$ cat config.mk
export PLATFORM = sky130hd
export DESIGN_NAME = dcache_line_evictor
export DESIGN_NICKNAME = d
export VERILOG_FILES = /design/src/rtl/dcache_line_evictor.sv
export SDC_FILE = /design/constraint.sdc
export NUM_CORES = 1
export LEC_CHECK = 0
export CAP_MARGIN = 20
export CORE_AREA = 5 5 251 253
export DETAILED_ROUTE_END_ITERATION = 8
export DIE_AREA = 0 0 256 258
export MAX_ROUTING_LAYER = met4
export PLACE_DENSITY = 0.61
export SYNTH_ARGS = -nofsm -noshare
export SYNTH_HDL_FRONTEND = slang
export SYNTH_SLANG_ARGS = --single-unit
export TNS_END_PERCENT = 5
$ cat constraint.sdc
create_clock -name clk -period 75.9 [get_ports clk]
set_input_delay 11.385 -clock clk [delete_from_list [all_inputs] [get_ports clk]]
set_output_delay 11.385 -clock clk [all_outputs]
set_load 0.02 [all_outputs]
$ cat src/rtl/dcache_line_evictor.sv
// dcache_line_evictor
//   Writeback engine on the read side of the dcache data SRAM. It accepts an
//   eviction request (set + tag) and reads the line from the SRAM, which has a
//   registered read. It keeps a copy of the line, then sends one address beat
//   followed by BEATS data beats to memory over a valid/ready channel.
//
// Ports
//   clk             single clock, all state on posedge
//   reset           asynchronous, active-low
//   req_valid/ready eviction request handshake (ready only in IDLE)
//   req_set/req_tag set index and tag of the line to evict
//   sram_read_addr  SRAM row address (req_set in IDLE, latched set otherwise)
//   sram_read_data  SRAM row data, valid the cycle after the address is sampled
//   mem_valid/ready memory beat handshake
//   mem_data        address beat or data beat
//   mem_is_addr     current beat is the address beat
//   mem_last        current beat is the final data beat
//   done            one-cycle pulse when the eviction completes
//
// State  | meaning
// -------+-------------------------------------------------------------
// IDLE   | waiting for a request; SRAM address follows req_set
// LATCH  | SRAM data for the latched set arrives; captured at cycle end
// ADDR   | address beat presented on the memory channel
// DATA   | data beat cnt_q presented; advances on handshake
// DONE   | one-cycle completion pulse, then back to IDLE

module dcache_line_evictor #(
    parameter int WIDTH        = 512,
    parameter int LOG_NUM_ROWS = 9,
    parameter int WORD_SIZE    = 64,
    parameter int ADDR_BITS    = 64,
    localparam int BEATS       = WIDTH / WORD_SIZE,
    localparam int OFF_BITS    = $clog2(WIDTH / 8),
    localparam int TAG_BITS    = ADDR_BITS - LOG_NUM_ROWS - OFF_BITS,
    localparam int CNT_BITS    = (BEATS > 1) ? $clog2(BEATS) : 1
) (
    input  logic                    clk,
    input  logic                    reset,
    input  logic                    req_valid,
    output logic                    req_ready,
    input  logic [LOG_NUM_ROWS-1:0] req_set,
    input  logic [TAG_BITS-1:0]     req_tag,
    output logic [LOG_NUM_ROWS-1:0] sram_read_addr,
    input  logic [WIDTH-1:0]        sram_read_data,
    output logic                    mem_valid,
    input  logic                    mem_ready,
    output logic [WORD_SIZE-1:0]    mem_data,
    output logic                    mem_is_addr,
    output logic                    mem_last,
    output logic                    done
);

    typedef enum logic [2:0] {
        S_IDLE  = 3'd0,
        S_LATCH = 3'd1,
        S_ADDR  = 3'd2,
        S_DATA  = 3'd3,
        S_DONE  = 3'd4
    } state_t;

    state_t                    state_q, state_d;
    logic [LOG_NUM_ROWS-1:0]   set_q, set_d;
    logic [TAG_BITS-1:0]       tag_q, tag_d;
    logic [CNT_BITS-1:0]       cnt_q, cnt_d;
    logic [WIDTH-1:0]          line_q;

    logic [WORD_SIZE-1:0]      line_words [BEATS];
    logic [ADDR_BITS-1:0]      line_addr;
    logic                      last_beat;

    // ------------------------------------------------------------------
    // State register
    // ------------------------------------------------------------------
    always_ff @(posedge clk or negedge reset) begin
        if (!reset) begin
            state_q <= S_IDLE;
            set_q   <= '0;
            tag_q   <= '0;
            cnt_q   <= '0;
        end else begin
            state_q <= state_d;
            set_q   <= set_d;
            tag_q   <= tag_d;
            cnt_q   <= cnt_d;
        end
    end

    // The line buffer holds no control meaning, so it is left out of reset.
    // Capturing only in LATCH makes the streamed beats a snapshot that later
    // SRAM writes cannot disturb.
    always_ff @(posedge clk) begin
        if (state_q == S_LATCH) begin
            line_q <= sram_read_data;
        end
    end

    always_comb begin
        for (int b = 0; b < BEATS; b++) begin
            line_words[b] = line_q[b*WORD_SIZE +: WORD_SIZE];
        end
    end

    assign line_addr = {tag_q, set_q, {OFF_BITS{1'b0}}};
    assign last_beat = (cnt_q == CNT_BITS'(BEATS - 1));

    // ------------------------------------------------------------------
    // Next-state logic
    // ------------------------------------------------------------------
    always_comb begin
        state_d = state_q;
        set_d   = set_q;
        tag_d   = tag_q;
        cnt_d   = cnt_q;
        case (state_q)
            S_IDLE: begin
                cnt_d = '0;
                if (req_valid) begin
                    set_d   = req_set;
                    tag_d   = req_tag;
                    state_d = S_LATCH;
                end
            end
            S_LATCH: begin
                state_d = S_ADDR;
            end
            S_ADDR: begin
                if (mem_ready) begin
                    cnt_d   = '0;
                    state_d = S_DATA;
                end
            end
            S_DATA: begin
                if (mem_ready) begin
                    if (last_beat) begin
                        state_d = S_DONE;
                    end else begin
                        cnt_d = cnt_q + CNT_BITS'(1);
                    end
                end
            end
            S_DONE: begin
                state_d = S_IDLE;
            end
            default: begin
                state_d = S_IDLE;
            end
        endcase
    end

    // ------------------------------------------------------------------
    // Outputs, all decoded from registered state. Beat contents depend only
    // on state/counter/buffer, so they stay stable while mem_ready is low.
    // ------------------------------------------------------------------
    always_comb begin
        req_ready      = 1'b0;
        sram_read_addr = set_q;
        mem_valid      = 1'b0;
        mem_is_addr    = 1'b0;
        mem_last       = 1'b0;
        mem_data       = '0;
        done           = 1'b0;
        case (state_q)
            S_IDLE: begin
                req_ready      = 1'b1;
                sram_read_addr = req_set;
            end
            S_ADDR: begin
                mem_valid   = 1'b1;
                mem_is_addr = 1'b1;
                mem_data    = WORD_SIZE'(line_addr);
            end
            S_DATA: begin
                mem_valid = 1'b1;
                mem_last  = last_beat;
                mem_data  = line_words[cnt_q];
            end
            S_DONE: begin
                done = 1'b1;
            end
            default: begin
            end
        endcase
    end

endmodule

==> flow_summary.ini <==
[outcome]
status = finished, final reports clean

[yosys]
synth.yosys.seq_area_share_pct = 75.2
yosysMostFrequentCell = edfxtp_1
async_flop_share_pct = 11.1
synth_top_cell_by_area = edfxtp_1
synth_warnings = 0
synth.distinct_cells = 30
synth_seq_cells = 576
synth.top_cells.by_area = edfxtp_1, mux2_2, dfrtp_1
synth-main-ff-cell = edfxtp_1
avgSynthCellArea_um2 = 19.2
syn_nets = 1752
synthTopCellsByCount = edfxtp_1, mux2_2, mux4_2
synth_edf_count = 512
synth_cells = 1176
netlist_area_um2 = 22600
synth.top_cell.area_share_pct = 68.1

[clock_tree]
post_cts_buffers = 0
clock-sinks = 576
root_buffer = clkbuf_16
hold_buffers = 0
cts_tree = yes
clk_pin_slew_ns = 0.06
cts_resized = 0
insertion_delay_ns = 0.61
cts_buffers = 61
cts.path.max_buffers = 3
cts_htree_levels = 2

[setup_path]
cp-start-kind = primary input
worstPathRequired_ns = 64.51
path_max_fanout = 2
cp.arrival_ns = 12.64
critPathCaptureType = primary output
path_class = in -> out

[power]
p_total_mw = 1.09
ir_worst_vdd_uv = 24.5
power_density_nw_per_um2 = 34.4
leakagePower_nw = 10.8

[detailed_routing]
detail_route.first_pass.iterations = 5
drc_errors = 0
avgViaCountPerCell = 5.03
drt_wl_total_um = 69100
drt-wirelength-per-cell_um = 25.5
drt.antenna.violating_nets = 0
drt_iter0_drc = 1051
num_vias = 13600

[grt]
grt_overflow = 0
grt_pass1_vias = 14800
track_usage_pct = 20.7
antenna_found_initial = 28
grt_max_degree = 199
grt_first_pass_wirelength_um = 98300

[layout]
nNetsFinal = 2411
syn2layout_area_growth_pct = 41.0
fill_cells = 5009
drive_gt1_share_pct = 19.3
fin_cells = 2706
final_cell_area_um2 = 31800

[die]
die_area_um2 = 66000
fp-row-count = 91
die_y_um = 258
coreArea_um2 = 60800
io_pins = 652
initial_core_util_pct = 37.1
die_w_um = 256

[place]
port_buffers = 651
dpl_worst_slack_ns = 51.89
place_inst = 2562
place_congestion = 0.829
place_area_um2 = 29800
dp_hpwl_um = 47600

[timing]
final.setup_skew_ns = 0.0199
finalHoldViolCount = 0
max_slew.worst_pin.slew_ns = 1.22
setup_slack_ns = 51.88
period_needed_ns = 24.02
maxSlewViolCount = 0
period_share_pct = 31.6
rsz0062_at_grt = no
max_freq_mhz = 41.6
setup_viol = 0
max-slew-margin-rel_pct = 18.5
tns_ns = 0

[run]
drv_cap = 0

[min_path]
hp-class = reg -> reg
flip-flops by register name, indices dropped and copies added, names as in the netlist:
name     flops
line_q     512
cnt_q        3
state_q      3
tag_q       49
set_q        9
cell families after synthesis:
logic type / after synthesis / share of synthesized area (%)
compound gates: 121 / 3.71
buf+inv: 76 / 1.90
simple gates: 139 / 2.51
flops: 576 / 75.2
fa+ha+maj: 2 / 0.111
mux: 262 / 16.5
path summary, 6_finish.rpt:
kind                                 start           endpoint  slack, ns  cells after the start
max in group asynchronous            reset          tag_q[23]      64.03                      2
worst max register to register  state_q[0]        line_q[146]      72.12                      4
worst min-delay path              tag_q[2]           tag_q[2]       0.49                      1
min in group asynchronous            reset           tag_q[2]      10.71                      1
worst min register to register    tag_q[2]           tag_q[2]       0.49                      1
worst max-delay path            req_set[0]  sram_read_addr[0]      51.88                      3
worst max-delay path: stages:
cell	delay, ns
clkdlybuf4s50_1	0.43
mux2_2	0.27
clkdlybuf4s50_1	0.55
where the power goes:
| group | switching (mW) | leakage (nW) | internal [mW] |
|---|---|---|---|
| combinational | 0.196 | 4.34 | 0.186 |
| clock | 0.122 | 0.929 | 0.160 |
| sequential | 0.0275 | 5.49 | 0.402 |
| total | 0.346 | 10.8 | 0.748 |
per-layer routing:
| layer | track usage (%) | vias up | routed length (um) |
|---|---|---|---|
| met5 | - | - | 0 |
| met4 | 7.42 | 0 | 2130 |
| met3 | 5.72 | 116 | 4770 |
| met2 | 35.2 | 494 | 35800 |
| met1 | 23.8 | 6935 | 26400 |
| li1 | - | 6071 | - |
cells in the final DEF, fill, tap and decap left out, drive strengths merged, types with 2 or more instances in the layout:
cell type / netlist / final
clkinvlp: 0 / 3
clkdlybuf4s50: 0 / 650
buf: 53 / 18
clkbuf: 19 / 81
dfrtp: 64 / 64
clkinv: 0 / 28
o31ai: 58 / 58
mux4: 70 / 70
nand2: 59 / 59
nor2: 69 / 69
nand2b: 2 / 2
mux2i: 6 / 6
o22ai: 58 / 58
inv: 4 / 6
bufinv: 0 / 2
ha: 2 / 2
nor3b: 4 / 4
edfxtp: 512 / 512
diode: 0 / 28
mux2: 186 / 186
area by class of cell:
class / instances / area, um^2 / area share (%)
antenna: 28 / 70.1 / 0.220
clock buffer: 81 / 1660 / 5.23
clock inverter: 35 / 229 / 0.720
inverter: 4 / 15.0 / 0.0472
multi-input combinational: 524 / 5190 / 16.3
sequential: 576 / 17000 / 53.4
tap: 790 / 988 / 3.11
timing repair buffer: 668 / 6670 / 21.0
metrics by stage:
step                      utilization [%]  hold slack, ns
after floorplan                         -           0.458
after global placement               49.1           0.469
after detailed placement             49.1           0.479
after CTS                            52.2           0.493
after global routing                 52.3           0.510
final                                52.3           0.490
Note: power is estimated with default switching activity, not from simulation.
